### src/rtl/wb_bus_initiator.sv
// Single-transaction Wishbone initiator: accepts one command, runs one bus cycle, returns one response.
// Optional abort-on-no-ack watchdog enabled by defining WB_INITIATOR_TIMEOUT_EN.
module wb_bus_initiator #(
  parameter int unsigned TIMEOUT_CYCLES = 255
) (
  input  logic        wb_clk_i,
  input  logic        wb_rst_i,
  input  logic        cmd_valid,
  output logic        cmd_ready,
  input  logic        cmd_we,
  input  logic [3:0]  cmd_sel,
  input  logic [31:0] cmd_adr,
  input  logic [31:0] cmd_dat,
  output logic        rsp_valid,
  output logic [31:0] rsp_dat,
  output logic        rsp_err,
  output logic        wbm_cyc_o,
  output logic        wbm_stb_o,
  output logic        wbm_we_o,
  output logic [3:0]  wbm_sel_o,
  output logic [31:0] wbm_adr_o,
  output logic [31:0] wbm_dat_o,
  input  logic        wbm_ack_i,
  input  logic [31:0] wbm_dat_i
);

  typedef enum logic [1:0] {
    IDLE = 2'd0,
    BUS  = 2'd1,
    RESP = 2'd2
  } state_t;

  state_t state_r;

  if ((TIMEOUT_CYCLES < 32'd1) || (TIMEOUT_CYCLES > 32'd255)) begin : g_bad_timeout
    $error("wb_bus_initiator: TIMEOUT_CYCLES must be in 1..255");
  end

`ifdef WB_INITIATOR_TIMEOUT_EN
  localparam logic [7:0] TIMEOUT_LIMIT = 8'(TIMEOUT_CYCLES);
  logic [7:0] timeout_cnt_r;
  logic       rsp_err_r;
  assign rsp_err = rsp_err_r;
`else
  assign rsp_err = 1'b0;
`endif

  // Control FSM; every output is a register updated here. Ack is only looked at in BUS.
  always_ff @(posedge wb_clk_i or posedge wb_rst_i) begin
    if (wb_rst_i) begin
      state_r   <= IDLE;
      cmd_ready <= 1'b1;
      rsp_valid <= 1'b0;
      rsp_dat   <= 32'h0000_0000;
      wbm_cyc_o <= 1'b0;
      wbm_stb_o <= 1'b0;
      wbm_we_o  <= 1'b0;
      wbm_sel_o <= 4'h0;
      wbm_adr_o <= 32'h0000_0000;
      wbm_dat_o <= 32'h0000_0000;
`ifdef WB_INITIATOR_TIMEOUT_EN
      timeout_cnt_r <= 8'd0;
      rsp_err_r     <= 1'b0;
`endif
    end else begin
      case (state_r)
        IDLE: begin
          rsp_valid <= 1'b0;
          if (cmd_valid) begin
            wbm_we_o  <= cmd_we;
            wbm_sel_o <= cmd_sel;
            wbm_adr_o <= cmd_adr;
            wbm_dat_o <= cmd_dat;
            wbm_cyc_o <= 1'b1;
            wbm_stb_o <= 1'b1;
            cmd_ready <= 1'b0;
            state_r   <= BUS;
`ifdef WB_INITIATOR_TIMEOUT_EN
            timeout_cnt_r <= 8'd0;
`endif
          end else begin
            state_r <= IDLE;
          end
        end
        BUS: begin
          if (wbm_ack_i) begin
            wbm_cyc_o <= 1'b0;
            wbm_stb_o <= 1'b0;
            rsp_dat   <= wbm_we_o ? 32'h0000_0000 : wbm_dat_i;
            rsp_valid <= 1'b1;
            state_r   <= RESP;
`ifdef WB_INITIATOR_TIMEOUT_EN
            rsp_err_r <= 1'b0;
          end else if (timeout_cnt_r == TIMEOUT_LIMIT) begin
            // Ack has priority over the watchdog when both land in the same cycle.
            wbm_cyc_o <= 1'b0;
            wbm_stb_o <= 1'b0;
            rsp_dat   <= 32'h0000_0000;
            rsp_err_r <= 1'b1;
            rsp_valid <= 1'b1;
            state_r   <= RESP;
          end else begin
            timeout_cnt_r <= timeout_cnt_r + 8'd1;
            state_r       <= BUS;
          end
`else
          end else begin
            state_r <= BUS;
          end
`endif
        end
        RESP: begin
          rsp_valid <= 1'b0;
          cmd_ready <= 1'b1;
          state_r   <= IDLE;
        end
        default: begin
          wbm_cyc_o <= 1'b0;
          wbm_stb_o <= 1'b0;
          rsp_valid <= 1'b0;
          cmd_ready <= 1'b1;
          state_r   <= IDLE;
        end
      endcase
    end
  end

endmodule

### config.mk
export PLATFORM = sky130hd
export DESIGN_NAME = wb_bus_initiator
export DESIGN_NICKNAME = d
export VERILOG_FILES = /design/src/rtl/wb_bus_initiator.sv
export SDC_FILE = /design/constraint.sdc
export NUM_CORES = 1
export LEC_CHECK = 0
export ABC_AREA = 1
export CAP_MARGIN = 5
export CORE_ASPECT_RATIO = 1.1
export CORE_UTILIZATION = 37
export DETAILED_ROUTE_END_ITERATION = 10
export HOLD_SLACK_MARGIN = 0.03
export PLACE_DENSITY = 0.73
export SYNTH_ARGS = -nofsm -noshare
export SYNTH_HDL_FRONTEND = slang
export SYNTH_SLANG_ARGS = --single-unit
### constraint.sdc
create_clock -name wb_clk_i -period 3.4 [get_ports wb_clk_i]
set_input_delay 0.68 -clock wb_clk_i [delete_from_list [all_inputs] [get_ports wb_clk_i]]
set_output_delay 0.68 -clock wb_clk_i [all_outputs]
set_load 0.02 [all_outputs]
==> results.toml, run 1 <==
[outcome]
status = "finished clean"

[synthesis]
synthTopCellsByCount = "nand2_1 (205), dfrtp_1 (105), nand3_1 (102)"
synthFlopType = "dfrtp_1"
synth_top_area_frac = 0.593
synth.largest_area_cell = "dfrtp_1"
ys_types = 16
yosysMostFrequentCell = "nand2_1"
synthArstFlopShare = 1.00
synth_edf_count = 0
synth_warnings = 0
synth.area.top_cells = "dfrtp_1 (59%), nand2_1 (17%), nand3_1 (12%)"
synth_cells = 528
synth.net_count = 633
syn_avg_cell_area_sq_um = 8.40
synth-seq-cells = 106
synth_area_sq_mm = 0.00443
ys_seq_area_frac = 0.599

[sta]
clock.fmax_mhz = 455
slew_headroom = 0.212
drv_slew = 0
fin_crit_sh = 0.646
finalSetupTns_ns = 0
setup_viol = 0
hold_viol = 0
period_needed_ns = 2.20
tightest_slew_ns = 1.18
fin_skew_ns = 0.00509
rsz0062_at_grt = "no"

[power_and_ir_drop]
intPower_mw = 3.72
combPwrFrac = 0.474
power-per-cell-area_mw_per_mm2 = 882
p_clk_frac = 0.173
leakage_nw = 3.45
swShare = 0.389
seqPwrFrac = 0.353
vdd_ir_drop_max_mv = 0.377
p_total_mw = 6.09
p_switching_mw = 2.37

[global_routing]
antenna_found_initial = 0
grt_max_degree = 70
grt_pass1_vias = 3957
grt.total_usage = 0.203
grt_overflow_total = 0
grt_first_pass_wirelength_mm = 19.6

[clock_tree]
cts_tree = "built"
clock-sinks = 106
cts_setup_buffers = 0
cts_max_path_buffers = 2
clockRootBuffer = "clkbuf_16"
post_cts_resized = 0
ctsHoldBuffers = 0
clkTransAtPathRegs_ns = 0.07
clk_latency_ns = 0.34
cts_buffers = 9
htreeDepth = 3

[die]
die_h_um = 117
dieArea_sq_mm = 0.0124
std_cell_rows = 41
coreArea_sq_mm = 0.0116
start_util = 0.382
io_pins = 211
fp.dieW_um = 106

[setup_path]
worstRegToRegCells = 4
crit_path_cell_trace = "clkdlybuf4s50_1"
reg2reg_slack_ns = 1.60
endpoint_kind = "primary output"
cp.required_ns = 2.72
arrival_ns = 1.52
start_kind = "flip-flop"
cp_top_family = "buffers and inverters"
critPathSlowestCell = "clkdlybuf4s50_1"
slowest_delay_ns = 0.65
timing.rr.start = "state_r[0]"
crit_buf_inv = 1
cp_max_fo = 2
worstReg2RegEnd = "rsp_dat[21]"
crit_type = "flip-flop to primary output"

[route]
drt-vias-per-instance = 4.72
wl_mm = 12.5
ant_nets = 0
drc = 0
wl_per_cell_um = 14.3
vias = 4124
drt_iter0_drc = 250
dr.pass1.iters = 4

[place]
gp_congestion = 0.793
numPortBuffers = 209
dpl.hpwl_mm = 8.96

[layout]
drive_gt1_frac = 0.0414
utilization = 0.596
area_delta_synth_final_pct = 55.7
antenna_cells = 0
num-nets-final = 824

[run]
maxCapViolCount = 0

[min_path]
hold_class = "flip-flop to flip-flop"
holdPathEnd = "wbm_adr_o[16]"
hold_depth = 2
worstHoldStart = "wbm_adr_o[16]"
[final cells by class]
cell class / instances / area [sq um]
Multi-Input combinational cell: 348 / 1450
Clock inverter: 5 / 61.3
Tap cell: 150 / 188
Timing Repair Buffer: 218 / 2170
Fill cell: 1054 / 4690
Sequential cell: 106 / 2650
Clock buffer: 11 / 243
Inverter: 36 / 139
[kinds of logic after synthesis]
family	Yosys count	synth area share
AND/OR/NAND/NOR	344	0.323
flip-flops	106	0.599
buffers and inverters	74	0.0737
AO/OA/AOI/OAI	3	0.00395
other	1	0.000846
[cell usage in the layout (no fill, tap or decap), types with 2 or more instances in the layout]
cell,n
buf_4,8
o21ai_0,2
dfrtp_1,105
clkbuf_16,9
nor2_1,34
nand2_1,205
inv_6,2
clkdlybuf4s50_1,208
inv_1,35
nand3_1,102
[stage by stage]
step | worst slack (ns) | hold WS [ns] | instances | instance area [sq um]
4_1_cts | 1.18 | 0.474 | 874 | 6900
5_1_grt | 1.16 | 0.488 | 874 | 6900
6_report | 1.20 | 0.471 | 874 | 6900
3_5_place_dp | 1.11 | 0.457 | 858 | 6600
3_3_place_gp | 1.16 | 0.453 | 858 | 6600
2_1_floorplan | 1.45 | 0.556 | 528 | 4440
[power by group through the flow]
| stage | sequential (mW) | clock, mW | combinational, mW |
|---|---|---|---|
| CTS | 2.15 | 1.08 | 2.92 |
| floorplan | 2.80 | 0 | 0.789 |
| detailed placement | 2.17 | 0 | 2.92 |
| global route | 2.21 | 1.13 | 3.12 |
| global placement | 2.15 | 0 | 2.87 |
| finish | 2.15 | 1.05 | 2.89 |
[worst max-delay path by stage]
stage / cells past startpoint / to / start / slack (ns)
finish: 1 / cmd_ready / cmd_ready / 1.20
global route: 1 / cmd_ready / cmd_ready / 1.16
CTS: 1 / cmd_ready / cmd_ready / 1.18
detailed placement: 5 / wbm_adr_o[28] / cmd_valid / 1.11
global placement: 5 / wbm_we_o / cmd_valid / 1.16
floorplan: 1 / rsp_dat[0] / wb_rst_i / 1.45
[registers in the layout, indices dropped and copies added, names as in the netlist]
| name | cells |
|---|---|
| wbm_stb_o | 1 |
| wbm_dat_o | 32 |
| rsp_valid | 1 |
| wbm_we_o | 1 |
| rsp_dat | 32 |
| state_r | 2 |
| wbm_sel_o | 4 |
| wbm_adr_o | 32 |
| cmd_ready | 1 |
[per-layer routing]
layer / global-route usage / vias to the layer above / part of all wire
li1: - / 2008 / -
met1: 0.251 / 1918 / 0.41
met2: 0.340 / 175 / 0.49
met3: 0.0487 / 23 / 0.073
met4: 0.0926 / 0 / 0.023
met5: 0 / - / 0
Note: power is estimated with default switching activity, not from simulation.
==> inputs of run 2 (changes only) <==
clock period = 1.9 ns   (was 3.4 ns; I/O delays follow)
==> run 2 against run 1 <==
Core utilization grew 0.79 points. Via count grew 0.36%. Worst hold slack lost 0.0021 ns. Combinational power grew 80%. Largest power group unchanged. Cell area grew 1.3%.
==> results.toml, run 2 (synthesis gave the netlist of run 1 again) <==
[global_routing]
grt.total_usage = 0.205
grt_first_pass_wirelength_mm = 19.8
grt_pass1_vias = 4067
grt_overflow_total = 0
grt_max_degree = 70
antenna_found_initial = 0

[clock_tree]
cts_tree = "built"
clk_latency_ns = 0.34
ctsHoldBuffers = 0
clockRootBuffer = "clkbuf_16"
htreeDepth = 3
cts_buffers = 9
cts_max_path_buffers = 2
clock-sinks = 106
clkTransAtPathRegs_ns = 0.07

[power_and_ir_drop]
p_clk_frac = 0.189
leakage_nw = 3.51
p_total_mw = 11.1
swShare = 0.377
combPwrFrac = 0.466
seqPwrFrac = 0.345
vdd_ir_drop_max_mv = 0.703
p_switching_mw = 4.19
power-per-cell-area_mw_per_mm2 = 1590
intPower_mw = 6.94

[sta]
setup_viol = 0
fin_skew_ns = 0.00498
rsz0062_at_grt = "no"
finalSetupTns_ns = 0
hold_viol = 0
fin_crit_sh = 0.909
clock.fmax_mhz = 579
drv_slew = 0
period_needed_ns = 1.73
finalHoldWorstSlack_ns = 0.469

[die]
coreArea_sq_mm = 0.0116
dieArea_sq_mm = 0.0124
die_h_um = 117
io_pins = 211
std_cell_rows = 41
start_util = 0.382
fp.dieW_um = 106

[setup_path]
slowest_delay_ns = 0.62
worstReg2RegEnd = "wbm_dat_o[6]"
cp_top_family = "buffers and inverters"
arrival_ns = 1.35
critPathSlowestCell = "clkdlybuf4s50_1"
endpoint_kind = "primary output"
reg2reg_slack_ns = 0.46
cp_max_fo = 2
worstRegToRegCells = 4
start_kind = "flip-flop"
crit_type = "flip-flop to primary output"
crit_buf_inv = 1
cp.required_ns = 1.52
timing.rr.start = "state_r[1]"
crit_path_cell_trace = "clkdlybuf4s50_1"

[route]
wl_per_cell_um = 14.2
drt-vias-per-instance = 4.72
met3_length_um = 854
wl_met2_mm = 6.02
ant_nets = 0
wl_mm = 12.5
vias = 4139
highest_layer = "met4"
drt_iter0_drc = 161
drt-met1-wl_mm = 5.24
dr.pass1.iters = 4
drc = 0

[layout]
num-nets-final = 827
layout_common_cells = "clkdlybuf4s50_1 (207), nand2_1 (205), dfrtp_1 (105)"
drive_gt1_frac = 0.0440
fill_cells = 1020
final_common_cell = "clkdlybuf4s50_1"
regArea_sq_mm = 0.00265
reg.largest.list = "rsp_dat (32), wbm_adr_o (32), wbm_dat_o (32)"
multi_input_area_sq_mm = 0.00145
antenna_cells = 0
stdcell_count = 877
area_delta_synth_final_pct = 57.8

[min_path]
worstHoldStart = "wbm_adr_o[12]"
hold_class = "flip-flop to flip-flop"
holdPathEnd = "wbm_adr_o[12]"
hold_depth = 2

[place]
dpl.hpwl_mm = 8.94
dp_cells = 861
gp_congestion = 0.805
numPortBuffers = 209

[outcome]
status = "finished clean"

[run]
maxCapViolCount = 0
run 2: changes by cell type in the layout (fill, tap and decap cells not counted):
cell / delta
clkbuf_1: +1
buf_12: +2
dlymetal6s2s_1: +1
bufinv_16: +2
clkinv_2: -1
buf_4: +1
clkdlybuf4s50_1: -1
inv_6: -2
run 2: final cells by class:
cell class / instances / share of cell area
clock buffer: 12 / 0.0352
sequential: 106 / 0.379
multi-input combinational: 348 / 0.208
inverter: 36 / 0.0199
clock inverter: 4 / 0.0141
timing repair buffer: 221 / 0.317
tap: 150 / 0.0268
run 2: routing by layer:
layer,vias up,global-route usage
li1,2024,-
met5,-,0
met1,1925,0.252
met3,27,0.0410
met2,163,0.347
met4,0,0.102
run 2: power by group through the flow:
stage	Sequential, mW	Combinational [mW]	Clock [mW]
2_1_floorplan	5.01	1.41	0
3_3_place_gp	3.85	5.15	0
3_5_place_dp	3.87	5.25	0
4_1_cts	3.85	5.25	2.16
5_1_grt	3.97	5.58	2.24
6_report	3.84	5.19	2.10
run 2: what timing repair did:
item / in CTS / in global routing
buffers inserted: 0 / 0
setup endpoints to repair: 0 / 1
resized for setup: 0 / 1
run 2: how the worst max path moves through the flow:
stage                          endpoint  cells past startpoint          start
after global placement       rsp_dat[4]                      5      wbm_ack_i
after CTS                     cmd_ready                      1      cmd_ready
final                     wbm_adr_o[19]                      1  wbm_adr_o[19]
after global routing        rsp_dat[15]                      1    rsp_dat[15]
after detailed placement    rsp_dat[19]                      5      wbm_ack_i
after floorplan              rsp_dat[0]                      1       wb_rst_i
run 2: through the flow:
| step | cell area, sq um | setup WS (ns) | utilization |
|---|---|---|---|
| 4_1_cts | 6990 | 0.0102 | 0.603 |
| 5_1_grt | 7000 | 0.112 | 0.603 |
| 3_5_place_dp | 6650 | 0.328 | 0.573 |
| 2_1_floorplan | 4440 | 0.247 | - |
| 3_3_place_gp | 6650 | 0.403 | 0.573 |
| 6_report | 7000 | 0.172 | 0.603 |
run 2: tightest hold or removal path: cells and delay by family, from the launching register on:
family / cells / cell delay (ns)
DFF: 1 / 0.34
and+or+nand+nor: 2 / 0.10
==> inputs of run 3 (changes only) <==
CORE_UTILIZATION = 38   (was 37)
CTS_BUF_LIST = sky130_fd_sc_hd__clkbuf_8   (was default)
PLACE_DENSITY = 0.74   (was 0.73)
==> run 3 against run 2 <==
Combinational power about the same. Die area down 2.6%. Highest routed layer unchanged. Largest power group unchanged. Cell area down 2.4%.
==> results.toml, run 3 (synthesis gave the netlist of run 1 again) <==
[clock_tree]
clock-sinks = 106
clkTransAtPathRegs_ns = 0.09
cts_buffers = 9
clockRootBuffer = "clkbuf_8"
ctsHoldBuffers = 0
clk_latency_ns = 0.36
cts_max_path_buffers = 2
cts_tree = "built"
htreeDepth = 3

[layout]
final_common_cell = "clkdlybuf4s50_1"
layout_common_cells = "clkdlybuf4s50_1 (207), nand2_1 (205), dfrtp_1 (105)"
area_delta_synth_final_pct = 54.1
drive_gt1_frac = 0.0440
antenna_cells = 0
multi_input_area_sq_mm = 0.00145
reg.largest.list = "rsp_dat (32), wbm_adr_o (32), wbm_dat_o (32)"
fin_area_sq_mm = 0.00683
num-nets-final = 828
fill_cells = 1013
regArea_sq_mm = 0.00265

[die]
io_pins = 211
std_cell_rows = 41
start_util = 0.388
fp.dieW_um = 105
coreArea_sq_mm = 0.0114
die_h_um = 115
dieArea_sq_mm = 0.0121

[place]
place_area_sq_mm = 0.00666
gp_congestion = 0.808
dpl.hpwl_mm = 8.56
dp_worst_setup_slack_ns = 0.375
numPortBuffers = 209

[setup_path]
worstReg2RegEnd = "wbm_adr_o[28]"
critPathSlowestCell = "clkdlybuf4s50_1"
cp_max_fo = 2
start_kind = "flip-flop"
cp_top_family = "buffers and inverters"
arrival_ns = 1.40
worstRegToRegCells = 6
reg2reg_slack_ns = 0.43
timing.rr.start = "state_r[1]"
slowest_delay_ns = 0.64
endpoint_kind = "primary output"
cp-endpoint = "wbm_dat_o[24]"
cp.required_ns = 1.52
crit_type = "flip-flop to primary output"
worstSetupStartpoint = "wbm_dat_o[24]"
crit_path_cell_trace = "clkdlybuf4s50_1"
cp_num_cells = 1
crit_buf_inv = 1

[route]
wl_mm = 12.2
dr.pass1.iters = 4
wl_per_cell_um = 13.9
vias = 4140
drc = 0
drt_iter0_drc = 207
drt-vias-per-instance = 4.72
ant_nets = 0

[run]
maxCapViolCount = 0

[sta]
fin_crit_sh = 0.937
clock.fmax_mhz = 562
finalSetupTns_ns = 0
period_needed_ns = 1.78
rsz0062_at_grt = "no"
setup_viol = 0
hold_viol = 0
fin_skew_ns = 0.0105
drv_slew = 0
fin_ws_ns = 0.120

[global_routing]
grt_first_pass_wirelength_mm = 19.4
grt.total_usage = 0.204
grt_pass1_vias = 4035
antenna_found_initial = 0
grt_overflow_total = 0
grt_max_degree = 80

[outcome]
status = "finished clean"

[min_path]
hold_class = "flip-flop to flip-flop"

[power_and_ir_drop]
power-per-cell-area_mw_per_mm2 = 1510
vdd_ir_drop_max_mv = 0.824
leakage_nw = 3.44
==> run 3: timing repair <==
item | 4_1_cts | 5_1_grt
endpoints found under the hold margin | 0 | 0
gates resized for setup | 1 | 0
buffers inserted | 0 | 0
setup endpoints to repair | 1 | 0
==> run 3: where the power goes <==
group	internal (mW)	switching, mW	total (mW)	leakage [nW]
registers	3.24	0.595	3.83	1.32
logic	2.39	2.82	5.21	2.01
clock network	0.534	0.707	1.24	0.0991
total	6.17	4.12	10.3	3.44
==> run 3: metrics by stage <==
stage               hold WS [ns]   util  total power [mW]  std cells
finish                     0.473  0.597              10.3        878
global route               0.494  0.597              10.9        878
CTS                        0.477  0.597              10.4        878
detailed placement         0.458  0.582              9.12        862
global placement           0.454  0.582              9.00        862
floorplan                  0.525      -              6.42        528
==> run 3: how the worst min path moves through the flow <==
stage	depth (start not counted)	start	slack (ns)	to
finish	2	wbm_dat_o[28]	0.47	wbm_dat_o[28]
global route	2	wbm_dat_o[28]	0.49	wbm_dat_o[28]
CTS	3	wb_rst_i	0.48	rsp_dat[16]
detailed placement	2	wbm_adr_o[13]	0.46	wbm_adr_o[13]
global placement	2	wbm_dat_o[17]	0.45	wbm_dat_o[17]
floorplan	2	cmd_adr[0]	0.52	wbm_adr_o[0]
==> run 3: final cells by class <==
type                            count  area share
Clock inverter                      5     0.00348
Clock buffer                       11      0.0222
Sequential cell                   106       0.389
Inverter                           36      0.0203
Multi-Input combinational cell    348       0.213
Tap cell                          150      0.0275
Timing Repair Buffer              222       0.325
==> run 3: layer usage <==
metal / vias up / global-route usage / share of wire
met4: 0 / 0.0723 / 0.016
met2: 184 / 0.339 / 0.48
met3: 12 / 0.0799 / 0.099
met5: - / 0 / 0
li1: 2016 / - / -
met1: 1928 / 0.243 / 0.41
==> variant 1, RTL diff (settings of run 3) <==
Build with the macro `WB_INITIATOR_TIMEOUT_EN` defined.
--- a/src/rtl/wb_bus_initiator.sv
+++ b/src/rtl/wb_bus_initiator.sv
@@ -2,2 +2,4 @@
 // Optional abort-on-no-ack watchdog enabled by defining WB_INITIATOR_TIMEOUT_EN.
+`define WB_INITIATOR_TIMEOUT_EN
+
 module wb_bus_initiator #(
Function: same outputs for any inputs over 10 cycles, from zero or initial values and one cycle with wb_rst_i high; that may be too few to reach the edited logic, so the function may still have changed.
==> variant 1 against run 3 <==
Clock power increased by 110%; fmax shrank 1.3%; wire length about the same; worst setup slack worse by 0.024 ns; clock skew shrank 0.0016 ns; global-route usage increased by 0.25 points; total power is 22% higher; non-clock buffer count fell by 5; synthesized area increased by 3.7%; final area up 6.9%; sequential cell count grew 9; critical path type unchanged; largest power group unchanged.
==> variant 1: results (changes against run 3) <==
- The distinct cell type count of the synthesized netlist is 21 (+5).
- The first-pass GRT wire length is 20.3 mm (+4.5%).
- The fill cell total of the finished layout is 989 (-2.4%).
- The peak ir drop on the vdd network is 0.000788 V (-4.3%).
- The port buffer count came to 210 (+0.48%).
- The clock insertion delay at the later pin of the skew report is 0.42 ns (+0.06 ns).
- The final wirelength came to 12.2 mm (about the same).
- In this run the critical register-to-register path is captured at rsp_dat[21].
- The length in cells of the worst reg-to-reg path was 8 (+2).
- The cell count after placement is 876 (+1.6%).
- The global-route usage over all layers is 0.207 (+0.00246).
- In this design, the stage delay of the slowest critical-path cell is 0.65 ns.
- The fraction of synthesized area in multiplexers is 0 (unchanged).
- The worst path arrival time was 1.42 ns (+0.02 ns).
- The routed length per instance came to 13.4 µm (-3.3%).
- The fraction of layout instances using a drive strength above 1 was 0.0686 (+0.0246).
- The startpoint identified for the worst register-to-register timing path is timeout_cnt_r[0].
- The post-synthesis adder-cell area fraction is 0.00272 (+0.00272).
- The clock-pin slew on the worst setup and hold paths is 0.07 ns (-0.02 ns).
- The via count was 4061 (-1.9%).
- Yosys attributes the largest share of cell area to sky130_fd_sc_hd__dfrtp_1, sky130_fd_sc_hd__nand2_1, sky130_fd_sc_hd__buf_6.
- The wire length on met2 was 6.24 mm (+6.9%).
- The leakage power total is 3.62 nW (+5.3%).
- The met2 track demand over resource came to 0.355 (+0.0166).
- The met3 usage in global routing is 0.0600 (-0.0199).
- The placement-stage cell area is 6840 µm² (+2.8%).
- The met1 usage in global routing was 0.238 (-0.00471).
- The parity-gate share of the synthesized area counting xor and xnor cells is 0.00191 (+0.00191).
- The number of synthesis warnings is 0 (unchanged).
- The total clock buffers created by CTS was 17 (+8).
- The HPWL after detailed placement came to 8.66 mm (+1.2%).
- The final net count is 851 (+2.8%).
- The routed metal-1 wire length is 4.99 mm (+0.91%).
- The number of nets in the synthesized netlist is 639 (+0.95%).
- The H-tree level count is 4 (+1).
- The buffers inserted during post-CTS setup optimization was 0 (unchanged).
- The sequential cell area fraction in the yosys report was 0.626 (+0.0276).
- The via count of the first global-routing pass was 4226 (+4.7%).
- The worst clock skew was 0.00893 ns (-0.00158 ns).
- By count the netlist is led by sky130_fd_sc_hd__nand2_1, sky130_fd_sc_hd__dfrtp_1, sky130_fd_sc_hd__nand3_1.
- The met3 wire length is 624 µm (-48%).
- The type of the most critical hold path is primary input to asynchronous set/reset pin.
- The highest net fanout along the worst path is 2 (unchanged).
- The mean area per synthesized cell came to 8.62 µm² (+2.7%).
- The maximum number of pins on one net before global-route repair is 79 (-1.3%).
- The run finished with clean final reports.
- The initial detailed-routing violation count came to 243 (+17%).
- The fraction of the mapped netlist area in compound gates is 0.00599 (+0.00204).
- The routability-driven placement congestion ratio is 0.780 (-3.5%).
- Among cell families on the critical path, the largest total delay comes from buffers and inverters.
- The final hold slack is 0.417 ns (-0.0557 ns).
- The register-to-register setup slack is 0.17 ns (-0.26 ns).
- The antenna diode count is 0 (unchanged).
==> variant 1: changes by cell type after synthesis, moves of 4 or more <==
cell / before / now
sky130_fd_sc_hd__buf_2: 18 / 7
sky130_fd_sc_hd__buf_6: 0 / 7
sky130_fd_sc_hd__clkbuf_1: 10 / 6
sky130_fd_sc_hd__dfrtp_1: 105 / 114
sky130_fd_sc_hd__inv_1: 36 / 12
sky130_fd_sc_hd__nand2_1: 205 / 338
sky130_fd_sc_hd__nand3_1: 102 / 14
sky130_fd_sc_hd__nor2_1: 34 / 11
==> variant 1: worst max-delay path by stage <==
stage / start / end / cells past startpoint
6_report: rsp_dat[26] / rsp_dat[26] / 1
4_1_cts: wbm_we_o / wbm_we_o / 1
3_5_place_dp: wbm_ack_i / rsp_dat[27] / 6
3_3_place_gp: wbm_ack_i / rsp_dat[5] / 6
5_1_grt: timeout_cnt_r[0] / rsp_dat[19] / 8
2_1_floorplan: wb_rst_i / rsp_dat[0] / 1
==> variant 1: cell type report <==
class                   count  area [µm²]  share of cell area
repair buffers            217        2220               0.304
well taps                 150         188              0.0257
inverters                  15        60.1             0.00822
clock buffers              18         248              0.0339
flip-flops and latches    115        2880               0.394
multi-input cells         379        1500               0.205
clock inverters            14         211              0.0290
==> variant 1: through the flow <==
stage / setup WS [ns] / total power, mW
finish: 0.0964 / 12.6
global route: 0.00366 / 13.4
CTS: 0.00869 / 12.7
detailed placement: 0.0979 / 10.1
global placement: 0.158 / 9.95
floorplan: 0.121 / 7.18
==> variant 1: repair_timing <==
action | CTS | global route
resized for setup | 1 | 1
hold buffers | 0 | 0
setup endpoints to repair | 1 | 1
==> variant 1: power breakdown <==
group,leakage (nW),internal [mW],switching [mW]
combinational,1.93,2.62,3.16
sequential,1.46,3.57,0.650
clock,0.222,1.59,0.991
==> variant 2, RTL diff (config.mk and constraints of run 3) <==
Without the edit above. Re-encode `state_t` (3 states) as one-hot, 3 bits wide.
--- a/src/rtl/wb_bus_initiator.sv
+++ b/src/rtl/wb_bus_initiator.sv
@@ -26,6 +26,6 @@
 
-  typedef enum logic [1:0] {
-    IDLE = 2'd0,
-    BUS  = 2'd1,
-    RESP = 2'd2
+  typedef enum logic [2:0] {
+    IDLE = 3'b001,
+    BUS  = 3'b010,
+    RESP = 3'b100
   } state_t;
Function: no difference found for any inputs over 10 cycles, from zero or initial values and one cycle with wb_rst_i high; not proved beyond that.
==> variant 2 against run 3 <==
Final area decreased by 2.8%; synthesized cell count decreased by 12%; register-to-register slack improved by 0.02 ns; worst setup slack got worse by 0.0014 ns; total power increased by 8.5%; sequential cell count increased by 1; wire length decreased by 7.2%; highest routed layer unchanged; synthesized area decreased by 4.3%.
==> variant 2: results (changes against run 3) <==
- The mean area per synthesized cell is 9.12 µm² (+8.6%).
- The clock insertion delay at the later pin of the skew report is 0.36 ns (about the same).
- The leakage power total is 3.20 nW (-6.8%).
- The met2 track demand over resource was 0.327 (-0.0115).
- The HPWL after detailed placement was 8.10 mm (-5.4%).
- The peak ir drop on the vdd network is 0.000834 V (+1.3%).
- The worst path arrival time came to 1.40 ns (about the same).
- The reg-to-reg critical path startpoint is state_r[1].
- The number of synthesis warnings came to 0 (unchanged).
- The port buffer count is 209 (unchanged).
- The register-to-register setup slack was 0.45 ns (+0.02 ns).
- The met3 usage in global routing is 0.0395 (-0.0404).
- By area the synthesized netlist is led by sky130_fd_sc_hd__dfrtp_1, sky130_fd_sc_hd__nand2_1, sky130_fd_sc_hd__nand3_1.
- The worst clock skew was 0.00625 ns (-0.00426 ns).
- The antenna diode count is 0 (unchanged).
- The initial antenna violation count is 0 (unchanged).
- The distinct cell type count of the synthesized netlist was 18 (+2).
- The cell count after placement is 802 (-7.0%).
- The sequential cell area fraction in the yosys report came to 0.632 (+0.0332).
- The final net count is 771 (-6.9%).
- The total area of sequential cells is 2680 µm² (+0.99%).
- The number of nets in the synthesized netlist is 570 (-10%).
- The maximum cell stage delay along the critical path is 0.62 ns (-0.02 ns).
- The tree is rooted in a sky130_fd_sc_hd__clkbuf_8.
- The largest registers in the layout are rsp_dat x32, wbm_adr_o x32, wbm_dat_o x32.
- The fraction of layout instances using a drive strength above 1 is 0.0478 (+0.00388).
- The run finished with clean final reports.
- The final non-filler cell total was 816 (-7.1%).
- The family of cells with the greatest summed delay on the critical path is buffers and inverters.
- The min-delay analysis places its worst path in the category primary input to asynchronous set/reset pin.
- The H-tree level count is 3 (unchanged).
- The routability-driven placement congestion ratio is 0.754 (-6.6%).
- The detailed-route vias per instance was 4.67 (-0.93%).
- The final hold slack is 0.267 ns (-0.206 ns).
- The global-route usage over all layers was 0.198 (-0.00606).
- The via count of the first global-routing pass was 3622 (-10%).
- The share of synthesized registers carrying an async set or reset is 1.00 (unchanged).
- The final wirelength is 11.3 mm (-7.2%).
- Sorting the synthesized cells by how often they occur yields sky130_fd_sc_hd__nand2_1, sky130_fd_sc_hd__dfrtp_1, sky130_fd_sc_hd__nand3_1.
- The count of TritonRoute iterations in the first routing pass is 4 (unchanged).
- The initial detailed-routing violation count was 154 (-26%).
- The placement-stage cell area is 6410 µm² (-3.7%).
- The pre-CTS setup slack came to 0.102 ns (-0.273 ns).
- The fill cell total of the finished layout is 947 (-6.5%).
- The first-pass GRT wire length is 17.7 mm (-9.1%).
- The clock tree buffer depth is 2 (unchanged).
- The clock-pin slew on the worst setup and hold paths came to 0.09 ns (about the same).
- The length in cells of the worst reg-to-reg path was 6 (unchanged).
- The highest net fanout along the worst path came to 3 (+1).
- The maximum number of pins on one net before global-route repair is 72 (-10%).
- The buffers inserted during post-CTS setup optimization is 0 (unchanged).
- The met1 usage in global routing is 0.247 (+0.00439).
- The endpoint identified for the worst register-to-register timing path is wbm_adr_o[26].
variant 2: cell count changes in the layout (fill, tap and decap cells not counted), sizes merged, moves of 2 or more:
cell    delta
nand2     +41
nor2      -29
buf        -5
o21ai     +31
inv       -32
nand3     -67
bufinv     +3
clkbuf     -2
variant 2: cells by family (layout without fill, tap and decap cells):
family                 after synthesis  in the layout  synth area share
AO/OA/AOI/OAI                       33             33            0.0389
buffers and inverters               35            239            0.0575
flip-flops                         107            107             0.632
other                                1              1          0.000884
AND/OR/NAND/NOR                    289            289             0.271
variant 2: how the worst max path moves through the flow:
stage	from	to	slack (ns)	cells after the start
2_1_floorplan	wb_rst_i	rsp_dat[0]	0.23	1
3_3_place_gp	cmd_valid	wbm_dat_o[27]	0.17	6
3_5_place_dp	cmd_valid	wbm_adr_o[26]	0.10	6
4_1_cts	wbm_stb_o	wbm_stb_o	0.09	1
5_1_grt	wbm_stb_o	wbm_stb_o	0.06	1
6_report	wbm_stb_o	wbm_cyc_o	0.12	1
variant 2: layout make-up:
type,instances,share of cell area
clock buffer,9,0.0187
sequential,107,0.404
inverter,7,0.00490
timing repair buffer,218,0.331
clock inverter,5,0.0156
tap,147,0.0277
multi-input combinational,323,0.198
variant 2: layer usage:
layer	up-vias	part of all wire
li1	1839	-
met1	1806	0.40
met2	148	0.50
met3	19	0.070
met4	0	0.024
met5	-	0
variant 2: power by group:
group / switching, mW / total (mW) / internal [mW]
clock network: 0.730 / 1.59 / 0.861
registers: 0.601 / 3.97 / 3.37
logic: 3.08 / 5.60 / 2.51
total: 4.42 / 11.2 / 6.74
